<file path="src/rtl/nco_phase_accumulator_if.sv">
// Tuning-word handshake, sample strobe and phase output bundle of the NCO
// phase accumulator. The master side feeds tuning words and sample strobes;
// the slave side (the accumulator) returns the truncated phase.
interface nco_phase_accumulator_if #(
    parameter int WIDTHA = 32,
    parameter int WIDTHT = 11
);
    logic              enable;
    logic [WIDTHA-1:0] ftw_data;
    logic              ftw_valid;
    logic              ftw_ready;
    logic [WIDTHT-1:0] pow_data;
    logic              phase_sync;
    logic [WIDTHT-1:0] theta;
    logic              theta_valid;
    logic              wrap;

    modport master (
        output enable,
        output ftw_data,
        output ftw_valid,
        output pow_data,
        output phase_sync,
        input  ftw_ready,
        input  theta,
        input  theta_valid,
        input  wrap
    );

    modport slave (
        input  enable,
        input  ftw_data,
        input  ftw_valid,
        input  pow_data,
        input  phase_sync,
        output ftw_ready,
        output theta,
        output theta_valid,
        output wrap
    );
endinterface

</file>
<file path="src/rtl/nco_phase_accumulator.sv">
// NCO phase accumulator front end.
// Accumulates the tuning word on each sample strobe, adds optional LFSR
// dither below the truncation point plus a phase offset, and delivers a
// WIDTHT-bit phase two edges after the strobe. New tuning words are parked
// in a pending register and only switched in on a sample boundary.
module nco_phase_accumulator #(
    parameter int WIDTHA = 32,
    parameter int WIDTHT = 11,
    parameter int DITHER = 0
) (
    input  logic                    clock,
    input  logic                    clock_areset_n,
    nco_phase_accumulator_if.slave  bus
);

    // Bits discarded by the phase truncation.
    localparam int LOWW = WIDTHA - WIDTHT;
    // Aligns the 16-bit LFSR so its MSB sits just below half a theta LSB.
    localparam int DSHIFT = (DITHER != 0) ? (WIDTHA - WIDTHT - 17) : 0;
    localparam logic [15:0] LFSR_SEED = 16'hACE1;

    // Fibonacci LFSR x^16+x^14+x^13+x^11+1, shifting right.
    function automatic logic [15:0] lfsr_next(input logic [15:0] s);
        return {s[0] ^ s[2] ^ s[3] ^ s[5], s[15:1]};
    endfunction

    // Handshake state
    logic              pend_r;
    logic [WIDTHA-1:0] ftw_active_r;
    logic [WIDTHA-1:0] ftw_pending_r;

    // Stage 1
    logic [WIDTHA-1:0] acc_r;
    logic              carry1_r;
    logic [WIDTHT-1:0] pow1_r;
    logic [15:0]       lfsr_r;
    logic              v1_r;

    // Stage 2 (only the bits surviving truncation are kept)
    logic [WIDTHT-1:0] sum2_top_r;
    logic              carry2_r;
    logic [WIDTHT-1:0] pow2_r;
    logic              v2_r;

    // Stage 3 / outputs
    logic [WIDTHT-1:0] theta_r;
    logic              theta_valid_r;
    logic              wrap_r;

    // Combinational helpers
    logic              accept_s;
    logic              apply_s;
    logic [WIDTHA-1:0] ftw_eff_s;
    logic [WIDTHA-1:0] acc_sum_s;
    logic              acc_carry_s;
    logic [WIDTHA-1:0] dither_s;
    logic [WIDTHT-1:0] acc_hi_s;
    logic [LOWW-1:0]   acc_lo_s;
    logic [WIDTHT-1:0] dith_hi_s;
    logic [LOWW-1:0]   dith_lo_s;
    logic              lo_carry_s;
    logic [WIDTHT-1:0] sum2_top_s;

    // Handshake decode and stage-1 accumulator add.
    always_comb begin
        accept_s  = bus.ftw_valid & ~pend_r;
        // pend_r is registered, so a word accepted on this same edge cannot apply yet.
        apply_s   = bus.enable & pend_r;
        if (apply_s) begin
            ftw_eff_s = ftw_pending_r;
        end else begin
            ftw_eff_s = ftw_active_r;
        end
        {acc_carry_s, acc_sum_s} = {1'b0, acc_r} + {1'b0, ftw_eff_s};
    end

    // Stage-2 dithered sum, computed only for the retained upper bits.
    always_comb begin
        if (DITHER != 0) begin
            dither_s = {{(WIDTHA-16){1'b0}}, lfsr_r} << DSHIFT;
        end else begin
            dither_s = {WIDTHA{1'b0}};
        end
        acc_hi_s   = acc_r[WIDTHA-1 -: WIDTHT];
        acc_lo_s   = acc_r[LOWW-1:0];
        dith_hi_s  = dither_s[WIDTHA-1 -: WIDTHT];
        dith_lo_s  = dither_s[LOWW-1:0];
        // Carry out of the discarded low part: a + b overflows iff b > ~a.
        lo_carry_s = (dith_lo_s > ~acc_lo_s);
        sum2_top_s = acc_hi_s + dith_hi_s + {{(WIDTHT-1){1'b0}}, lo_carry_s};
    end

    // Tuning-word handshake: park accepted words, switch them in on the next strobe.
    always_ff @(posedge clock or negedge clock_areset_n) begin
        if (!clock_areset_n) begin
            pend_r        <= 1'b0;
            ftw_active_r  <= {WIDTHA{1'b0}};
            ftw_pending_r <= {WIDTHA{1'b0}};
        end else begin
            if (apply_s) begin
                ftw_active_r <= ftw_pending_r;
                pend_r       <= 1'b0;
            end else if (accept_s) begin
                ftw_pending_r <= bus.ftw_data;
                pend_r        <= 1'b1;
            end else begin
                pend_r <= pend_r;
            end
        end
    end

    // Stage 1: accumulate, capture offset and carry, step the dither LFSR.
    always_ff @(posedge clock or negedge clock_areset_n) begin
        if (!clock_areset_n) begin
            acc_r    <= {WIDTHA{1'b0}};
            carry1_r <= 1'b0;
            pow1_r   <= {WIDTHT{1'b0}};
            lfsr_r   <= LFSR_SEED;
            v1_r     <= 1'b0;
        end else begin
            v1_r <= bus.enable;
            if (bus.enable) begin
                if (bus.phase_sync) begin
                    acc_r    <= {WIDTHA{1'b0}};
                    carry1_r <= 1'b0;
                end else begin
                    acc_r    <= acc_sum_s;
                    carry1_r <= acc_carry_s;
                end
                pow1_r <= bus.pow_data;
                lfsr_r <= lfsr_next(lfsr_r);
            end else begin
                acc_r <= acc_r;
            end
        end
    end

    // Stage 2: add dither below the truncation point, forward carry and offset.
    always_ff @(posedge clock or negedge clock_areset_n) begin
        if (!clock_areset_n) begin
            sum2_top_r <= {WIDTHT{1'b0}};
            carry2_r   <= 1'b0;
            pow2_r     <= {WIDTHT{1'b0}};
            v2_r       <= 1'b0;
        end else begin
            v2_r <= v1_r;
            if (v1_r) begin
                sum2_top_r <= sum2_top_s;
                carry2_r   <= carry1_r;
                pow2_r     <= pow1_r;
            end else begin
                sum2_top_r <= sum2_top_r;
            end
        end
    end

    // Stage 3: apply phase offset; theta holds between valid samples.
    always_ff @(posedge clock or negedge clock_areset_n) begin
        if (!clock_areset_n) begin
            theta_r       <= {WIDTHT{1'b0}};
            theta_valid_r <= 1'b0;
            wrap_r        <= 1'b0;
        end else begin
            theta_valid_r <= v2_r;
            wrap_r        <= v2_r & carry2_r;
            if (v2_r) begin
                theta_r <= sum2_top_r + pow2_r;
            end else begin
                theta_r <= theta_r;
            end
        end
    end

    assign bus.ftw_ready   = ~pend_r;
    assign bus.theta       = theta_r;
    assign bus.theta_valid = theta_valid_r;
    assign bus.wrap        = wrap_r;

endmodule

</file>
<file path="src/flat_wrapper.sv">
// flat-port wrapper written by rule: the top's interface ports become plain ports
module nco_phase_accumulator_flat 
#(
    parameter int WIDTHA = 32,
    parameter int WIDTHT = 11,
    parameter int DITHER = 0
)
  (clock, clock_areset_n, bus_enable, bus_ftw_data, bus_ftw_valid, bus_pow_data, bus_phase_sync, bus_ftw_ready, bus_theta, bus_theta_valid, bus_wrap);
  nco_phase_accumulator_if #(.WIDTHA(WIDTHA), .WIDTHT(WIDTHT)) bus_i ();
  input  logic clock;
  input  logic clock_areset_n;
  input wire logic [$bits(bus_i.enable)-1:0] bus_enable;
  input wire logic [$bits(bus_i.ftw_data)-1:0] bus_ftw_data;
  input wire logic [$bits(bus_i.ftw_valid)-1:0] bus_ftw_valid;
  input wire logic [$bits(bus_i.pow_data)-1:0] bus_pow_data;
  input wire logic [$bits(bus_i.phase_sync)-1:0] bus_phase_sync;
  output wire logic [$bits(bus_i.ftw_ready)-1:0] bus_ftw_ready;
  output wire logic [$bits(bus_i.theta)-1:0] bus_theta;
  output wire logic [$bits(bus_i.theta_valid)-1:0] bus_theta_valid;
  output wire logic [$bits(bus_i.wrap)-1:0] bus_wrap;
  assign bus_i.enable = bus_enable;
  assign bus_i.ftw_data = bus_ftw_data;
  assign bus_i.ftw_valid = bus_ftw_valid;
  assign bus_i.pow_data = bus_pow_data;
  assign bus_i.phase_sync = bus_phase_sync;
  assign bus_ftw_ready = bus_i.ftw_ready;
  assign bus_theta = bus_i.theta;
  assign bus_theta_valid = bus_i.theta_valid;
  assign bus_wrap = bus_i.wrap;
  nco_phase_accumulator #(.WIDTHA(WIDTHA), .WIDTHT(WIDTHT), .DITHER(DITHER)) u_core (.clock(clock), .clock_areset_n(clock_areset_n), .bus(bus_i));
endmodule
</file>
<file path="config.mk">
export PLATFORM = sky130hd
export DESIGN_NAME = nco_phase_accumulator_flat
export DESIGN_NICKNAME = d
export VERILOG_FILES = /design/src/rtl/nco_phase_accumulator_if.sv /design/src/rtl/nco_phase_accumulator.sv /design/src/flat_wrapper.sv
export SDC_FILE = /design/constraint.sdc
export NUM_CORES = 1
export LEC_CHECK = 0
export ABC_AREA = 1
export CORE_UTILIZATION = 55
export DETAILED_ROUTE_END_ITERATION = 16
export GPL_TIMING_DRIVEN = 0
export HOLD_SLACK_MARGIN = 0.12
export PLACE_DENSITY = 0.75
export REMOVE_ABC_BUFFERS = 1
export SYNTH_ARGS = -nofsm -noshare
export SYNTH_HDL_FRONTEND = slang
export SYNTH_SLANG_ARGS = --single-unit
export TNS_END_PERCENT = 30
</file>
<file path="constraint.sdc">
create_clock -name clock -period 3.1 [get_ports clock]
set_input_delay 0.62 -clock clock [delete_from_list [all_inputs] [get_ports clock]]
set_output_delay 0.62 -clock clock [all_outputs]
set_load 0.02 [all_outputs]
</file>
Word level (Yosys, flattened, before mapping)

Index checks and enable logic that the tools add are counted.
Widths: inputs -> output; s select.

Register bits: 147
Input port bits: 48
Memory bits (writable): 0
Output and inout port bits: 14
Logic and storage cells: 31
Memories kept: 0
ROM bits: 0
Bits in latches: 0

$lt $le $gt $ge: 1
Add/sub/neg operators: 3
Bitwise logic cells: 6
Shift-type cells: 0
Eq/ne operators: 0
Div/mod/pow operators: 0
Muxes and demuxes: 5
Multipliers: 0
Reduce and logical (&&, ||, !) cells: 2

Operators with widths:

| kind                | count |
|---|---|
| $mux 32             | 2 |
| $add 32x32->33      | 1 |
| $gt 1x21->1 const A | 1 |
| $not 21->21         | 1 |
| $add 11x1->11       | 1 |
| $add 11x11->11      | 1 |
| $and 1x1->1         | 3 |
| $mux 1              | 3 |
| $not 1->1           | 2 |
| $reduce_and 2->1    | 1 |
| $reduce_bool 2->1   | 1 |

Depth between registers and ports, before layout

Gate-level depths: netlist of the first run.

Depth in word-level cells: 4
Gate-level depth with buffers: 17

Worst setup path before layout of the first run

No wires, ideal clock.

Kind: input to register
From: input port bus_enable
To: register u_core.acc_r[30]
Setup slack: 166 ps
Arrival: 2,817 ps
Stages on the path: 16
Data required time: 2,983 ps
Setup time: 117 ps
Cells stage by stage: buf_2 -> nand2_1 -> buf_2 -> mux2_2 -> ha_1 -> fa_1 -> nand3_1 -> nand3_2 -> nand2_1 -> nand2_1 -> nand2_1 -> nand2_1 -> nand2_1 -> nand3_1 -> nand3_1 -> nand2_1

Word-level cells in the longest chain between the ends: 4

Ends and longest elaborated chain:

| element                 | RTL line                     | source |
|---|---|---|
| start, declared         | flat_wrapper.sv:12           | `input wire logic [$bits(bus_i.enable)-1:0] bus_enable;` |
| $and 1x1->1             | nco_phase_accumulator.sv:68  | `apply_s = bus.enable & pend_r;` |
| $mux 32                 | nco_phase_accumulator.sv:69  | `if (apply_s) begin` |
| net u_core.ftw_eff_s[0] | nco_phase_accumulator.sv:53  | `logic [WIDTHA-1:0] ftw_eff_s;` |
| $add 32x32->33          | nco_phase_accumulator.sv:74  | `{acc_carry_s, acc_sum_s} = {1'b0, acc_r} + {1'b0, ftw_eff_s};` |
| $mux 32                 | nco_phase_accumulator.sv:123 | `if (bus.phase_sync) begin` |
| end signal, assigned    | nco_phase_accumulator.sv:124 | `acc_r <= {WIDTHA{1'b0}};` |
| end signal, assigned    | nco_phase_accumulator.sv:127 | `acc_r <= acc_sum_s;` |
| end signal, assigned    | nco_phase_accumulator.sv:133 | `acc_r <= acc_r;` |
| end, declared           | nco_phase_accumulator.sv:33  | `logic [WIDTHA-1:0] acc_r;` |

The timed path passes the listed nets, and every way through them passes these cells.
A chain may end at the register's enable or synchronous reset.

Worst setup path in the final report of the first run

From: register u_core.pend_r
To: register u_core.acc_r[24]

Word-level cells in the longest chain between the ends: 4

Ends and longest elaborated chain:

| element                 | RTL line                     | source |
|---|---|---|
| start, declared         | nco_phase_accumulator.sv:28  | `logic pend_r;` |
| start signal, assigned  | nco_phase_accumulator.sv:107 | `pend_r <= pend_r;` |
| $and 1x1->1             | nco_phase_accumulator.sv:68  |  |
| $mux 32                 | nco_phase_accumulator.sv:69  |  |
| net u_core.ftw_eff_s[0] | nco_phase_accumulator.sv:53  |  |
| $add 32x32->33          | nco_phase_accumulator.sv:74  |  |
| $mux 32                 | nco_phase_accumulator.sv:123 |  |

The timed path passes the listed nets, and every way through them passes these cells.

==> impl_metrics.ini, run 1 <==
[cells_and_area]
stdcell_count = 1347
antenna_cells = 0
layout-drive-gt1-share_pct = 11.0
nets = 1249
final_util_pct = 65.4
area_growth_pct = 16.0

[pwr]
finalPower_uw = 9530
vdd_drop_max_mv = 0.553
leakage_uw = 0.00525
power.density_mw_per_mm2 = 959

[yosys]
netlist_area_sq_mm = 0.00857
ys_warn_count = 0
synth_ff_type = dfrtp_1
ys_seq_area_share_pct = 42.9
ys_ff_latch = 147
netlist.top_cell.by_area = dfrtp_1
netlist.area_leader.share_pct = 42.9
synth.top_cells.by_count = nand2_1, dfrtp_1, inv_1
syn_avg_cell_area_sq_um = 7.91
synth.most_common_cell = nand2_1
synth.area.top_cells = dfrtp_1, nand2_1, mux2_2, ha_1, inv_1
synthArstFlopShare_pct = 100
synth_edf_count = 0
synth_cell_type_count = 39
synthCells = 1084

[floorplanning]
io_pins = 62
initial_utilization_pct = 56.4
die_w_microns = 127
fp-row-count = 45
coreArea_sq_mm = 0.0152
die_y_microns = 127
dieArea_sq_mm = 0.0161

[clock_network]
cts_sinks = 147
cts_buffers = 17
clk_latency_ns = 0.43
htreeDepth = 4
root_buffer = clkbuf_16
path_clk_slew_ns = 0.06
cts_tree = yes
cts_max_path_buffers = 2

[run_status]
outcome = completed

[setup_path]
critPathArrivalTime_ns = 3.08
crit_path_end_kind = flop
r2r_end = u_core.acc_r[24]
worst-path-max-fanout = 5
crit_required_ns = 3.42
r2r_cells = 14
regToRegSetupSlack_ns = 0.34
critical_path_class = reg2reg
rr_startpoint = u_core.pend_r
critPathLaunchType = flop
startpoint = u_core.pend_r

[grt]
grt_use_total_pct = 25.5
gr-total-overflow = 0
first_global_vias = 6703
grt_pass1_wl_microns = 31700
grt_antenna_before_repair = 0
grt_max_degree = 90

[sta]
finalHoldViolations = 0
period_share_pct = 89.0
relSlewSlack_pct = 40.6
worst_pin_slew_ns = 0.887
finalSetupViolCount = 0
max_freq_mhz = 362
rsz0062_at_grt = no
slew_violations = 0
fin_skew_ns = 0.0105
fin_crit_ns = 2.76

[placement]
dp_hpwl_microns = 13700
gp_congestion = 0.916
io_buffers = 61
dp.cells = 1313

[flow_run]
drv_cap = 0

[min_path]
hold_path_class = in2async

[routing]
drcViolationCount = 0
num_vias = 7008
wire_per_inst_microns = 14.1
drtPass1Iterations = 6
drt-vias-per-instance = 5.20
drt-initial-drc-count = 391
antenna_left = 0
wl_microns = 19000
-- critical path, cell delays in order (launching register included) --
cell and delay, ns:
dfrtp_2 0.50, nand2_8 0.11, mux2_2 0.36, ha_1 0.24, fa_1 0.45, nand3_1 0.13
nand3_2 0.13, nand2_1 0.09, nand2_1 0.10, nand2_1 0.10, nand2_2 0.09, nand2_1 0.13
nand3_1 0.08, nand3_1 0.10, nand2_1 0.05
-- cells by family (layout without fill, tap and decap cells) --
logic type	after synthesis	in the layout	synth area share (%)
xor gates and xnor gates	5	5	0.511
muxes	64	64	8.41
adders and majority gates	54	54	8.06
other	1	1	0.0438
buffers and inverters	167	241	7.68
DFF	147	147	42.9
AOI/OAI and AO/OA	95	95	6.15
and+or+nand+nor	551	552	26.2
-- layer usage --
| layer | global-route usage, % | wire, microns | vias to the layer above |
|---|---|---|---|
| li1 | - | - | 3576 |
| met1 | 32.5 | 8680 | 3240 |
| met2 | 42.4 | 8960 | 165 |
| met3 | 5.86 | 949 | 27 |
| met4 | 9.80 | 410 | 0 |
| met5 | 0 | 0 | - |
-- registers in the layout, summed over array words and instances (netlist names), 11 cells and up --
signal / flops
u_core.ftw_active_r: 32
u_core.acc_r: 32
u_core.pow2_r: 11
u_core.sum2_top_r: 11
u_core.bus.theta: 11
u_core.pow1_r: 11
u_core.ftw_pending_r: 32
-- worst max path at each step --
stage	endpoint	cells past startpoint	slack, ns
2_1_floorplan	u_core.acc_r[30]	14	-0.11
3_3_place_gp	u_core.ftw_active_r[20]	1	-4.41
3_5_place_dp	u_core.acc_r[24]	15	-1.49
4_1_cts	u_core.acc_r[24]	15	0.12
5_1_grt	u_core.acc_r[22]	14	0.12
6_report	u_core.acc_r[24]	14	0.34
-- power breakdown --
part	internal, uW	leakage (uW)	switching [uW]	total, uW
sequential	2540	0.00180	381	2920
combinational	1750	0.00319	2910	4660
clock	1130	0.000265	821	1950
-- what timing repair did --
| action | 4_1_cts | 5_1_grt |
|---|---|---|
| endpoints found under the hold margin | 0 | 0 |
| gates resized for setup | 7 | 2 |
| hold buffers | 0 | 0 |
| pin swaps | 1 | 1 |
| endpoints found under the setup margin | 32 | 7 |
| setup buffers | 0 | 2 |
| cloned | 1 | 0 |
-- through the flow --
stage | setup WS (ns) | area (sq um) | hold WS [ns] | TNS, ns
2_1_floorplan | -0.109 | 8460 | 0.324 | -0.486
3_3_place_gp | -4.41 | 9310 | 0.457 | -712.64
3_5_place_dp | -1.49 | 9340 | 0.457 | -38.24
4_1_cts | 0.120 | 9910 | 0.171 | 0
5_1_grt | 0.118 | 9940 | 0.183 | 0
6_report | 0.340 | 9940 | 0.150 | 0
-- layout by cell type, fill, tap and decap left out, drive strengths merged --
cell and n:
a22o 2, dfrtp 147, o211ai 1, fa 2, o31ai 3, nor3 10
a31oi 8, nand2 408, xnor2 4, nand4 9, clkdlybuf4s50 59, bufinv 1
xor2 1, or2 5, o21ai 37, inv 148, nand3 55, mux2 64
buf 4, clkbuf 22, nand3b 1, clkinvlp 2, o21bai 3, a21oi 39
clkinv 5, a32o 1, and2 1, nor2 63, ha 52, conb 1
a21o 1
-- final cells by class --
type / instances / area [sq um]
inverter: 146 / 548
clock inverter: 10 / 98.8
tap: 188 / 235
sequential: 147 / 3680
timing repair buffer: 64 / 664
clock buffer: 21 / 450
fill: 1310 / 5260
multi-input combinational: 771 / 4260
Note: power is estimated with default switching activity, not from simulation.
==> run 2: changes to the inputs <==
--- a/config.mk
+++ b/config.mk
@@ -6,11 +6,10 @@
 export NUM_CORES = 1
 export LEC_CHECK = 0
 export ABC_AREA = 1
-export CORE_UTILIZATION = 55
+export CORE_UTILIZATION = 45
 export DETAILED_ROUTE_END_ITERATION = 16
 export GPL_TIMING_DRIVEN = 0
 export HOLD_SLACK_MARGIN = 0.12
-export PLACE_DENSITY = 0.75
 export REMOVE_ABC_BUFFERS = 1
 export SYNTH_ARGS = -nofsm -noshare
 export SYNTH_HDL_FRONTEND = slang
==> run 2 against run 1 <==
Net effect: global-route usage down 3.9 points; utilization decreased by 12 points; wire length increased by 1.7%; cell count up 3.6%; clock power grew 10%; total power grew 2.2%; count of clock-buffer cells in the layout fell by 2; first-iteration DRC count decreased by 7.4%; die area grew 22%; critical path type unchanged; critical endpoint is now u_core.acc_r[30].
==> impl_metrics.ini, run 2 (synthesized netlist as in run 1, its figures left out) <==
[sta]
slew_violations = 0
relSlewSlack_pct = 40.9
max_freq_mhz = 350
fin_skew_ns = 0.0109
finalSetupViolCount = 0
worst_pin_slew_ns = 0.885
period_share_pct = 92.1
fin_crit_ns = 2.86
rsz0062_at_grt = no
finalHoldViolations = 0

[placement]
placed_area_sq_mm = 0.00942
gp_congestion = 0.885
io_buffers = 61
dp_hpwl_microns = 13900

[cells_and_area]
antenna_cells = 0
area_growth_pct = 17.4
layout-drive-gt1-share_pct = 11.2
final_cell_mix = nand2_1, dfrtp_1, inv_1
final_area_sq_mm = 0.0101
final_common_cell = nand2_1
final_util_pct = 53.8
largestRegisters = u_core.acc_r x32, u_core.ftw_active_r x32, u_core.ftw_pending_r x32
nets = 1250

[clock_network]
cts_sinks = 147
cts_buffers = 17
cts_max_path_buffers = 2
clk_latency_ns = 0.43
path_clk_slew_ns = 0.06
root_buffer = clkbuf_16
cts_tree = yes
htreeDepth = 4
postCtsHoldBufs = 0

[pwr]
swShare_pct = 42.8
vdd_drop_max_mv = 0.464
clock_power_share_pct = 22.1
power.switching_uw = 4160
internal-power_uw = 5570
power.density_mw_per_mm2 = 967
combPwrFrac_pct = 48.0
leakage_uw = 0.00528
p_seq_share_pct = 29.9

[floorplanning]
coreArea_sq_mm = 0.0187
dieArea_sq_mm = 0.0196
io_pins = 62
initial_utilization_pct = 45.8
die_w_microns = 140
die_y_microns = 140
fp-row-count = 50

[setup_path]
crit_required_ns = 3.42
worst-path-max-fanout = 7
path_cells = nand2_8, mux2_2, ha_1, fa_1, nand3_1, nand3_2, nand2_1, nand2_1, nand2_1, nand2_1, nand2_1, nand3_1, nand3_1, nand2_1
critPathLaunchType = flop
critPathArrivalTime_ns = 3.17
crit_top_cell = nand2_1
rr_startpoint = u_core.pend_r
crit_buf_inv = 0
critical_path_class = reg2reg
cp_top_family = simple AND/OR/NAND/NOR gates
crit_path_end_kind = flop
slowest_stage = dfrtp_2
slowest_delay_ns = 0.51
startpoint = u_core.pend_r

[grt]
grt_antenna_before_repair = 0
grt_max_degree = 83
first_global_vias = 6484
grt_pass1_wl_microns = 33000
gr-total-overflow = 0
grt_use_total_pct = 21.6

[routing]
drcViolationCount = 0
drt-vias-per-instance = 4.88
antenna_left = 0
wl_microns = 19300
drt-initial-drc-count = 362
drtPass1Iterations = 5
num_vias = 6801
wire_per_inst_microns = 13.9

[flow_run]
drv_cap = 0

[run_status]
outcome = completed

[min_path]
hold_path_class = in2async
run 2: changes by cell type in the layout (fill, tap and decap cells not counted), sizes merged:
cell / previous run / this run
clkbuf: 22 / 20
clkinvlp: 2 / 3
buf: 4 / 5
bufinv: 1 / 3
run 2: what timing repair did:
action / in CTS / in global routing
gates cloned: 1 / 0
endpoints found under the setup margin: 32 / 25
gates resized for setup: 6 / 3
buffers inserted: 2 / 0
pin swaps: 1 / 0
run 2: layout make-up:
| type | count | area, sq um |
|---|---|---|
| Inverter | 146 | 548 |
| Fill cell | 1751 | 8640 |
| Multi-Input combinational cell | 771 | 4260 |
| Clock buffer | 19 | 433 |
| Sequential cell | 147 | 3680 |
| Timing Repair Buffer | 65 | 672 |
| Tap cell | 234 | 293 |
| Clock inverter | 13 | 175 |
run 2: routing by layer:
layer,vias to the layer above,wire [microns],GRT usage (%)
li1,3581,-,-
met2,109,8570,34.4
met3,20,631,3.73
met1,3091,9900,30.3
met4,0,218,6.25
met5,-,0,0
run 2: power by group through the flow:
stage / registers (uW) / logic [uW] / clock network [uW]
2_1_floorplan: 2920 / 3370 / 0
3_3_place_gp: 2920 / 4600 / 0
3_5_place_dp: 2940 / 4640 / 0
4_1_cts: 2910 / 4690 / 2200
5_1_grt: 2990 / 5370 / 2290
6_report: 2910 / 4670 / 2150
run 2: path summary, 6_finish.rpt:
path	end	slack, ns	depth (start not counted)
min reg2reg	u_core.bus.theta[0]	0.47	2
min in group clock	u_core.bus.theta[0]	0.47	2
max reg2reg	u_core.acc_r[30]	0.24	14
min	u_core.ftw_pending_r[10]	0.23	1
max in group asynchronous	u_core.ftw_pending_r[29]	2.09	2
max	u_core.acc_r[30]	0.24	14
run 2: through the flow:
| step | setup TNS [ns] | total power (uW) | setup slack (ns) | hold slack [ns] | instances |
|---|---|---|---|---|---|
| 2_1_floorplan | -0.486 | 6290 | -0.109 | 0.324 | 1063 |
| 3_3_place_gp | -737.54 | 7530 | -4.55 | 0.458 | 1358 |
| 3_5_place_dp | -39.44 | 7580 | -1.58 | 0.460 | 1360 |
| 4_1_cts | 0 | 9800 | 0.00332 | 0.257 | 1395 |
| 5_1_grt | 0 | 10600 | 0.0140 | 0.294 | 1395 |
| 6_report | 0 | 9730 | 0.244 | 0.230 | 1395 |
==> run 3: changes to the inputs <==
--- a/config.mk
+++ b/config.mk
@@ -7,9 +7,10 @@
 export LEC_CHECK = 0
 export ABC_AREA = 1
 export CORE_UTILIZATION = 45
+export CTS_CLUSTER_DIAMETER = 30
 export DETAILED_ROUTE_END_ITERATION = 16
 export GPL_TIMING_DRIVEN = 0
-export HOLD_SLACK_MARGIN = 0.12
+export HOLD_SLACK_MARGIN = 0.15
 export REMOVE_ABC_BUFFERS = 1
 export SYNTH_ARGS = -nofsm -noshare
 export SYNTH_HDL_FRONTEND = slang
==> results of run 3 <==
Same layout as run 2: the final DEF is identical, and so are final timing and power.
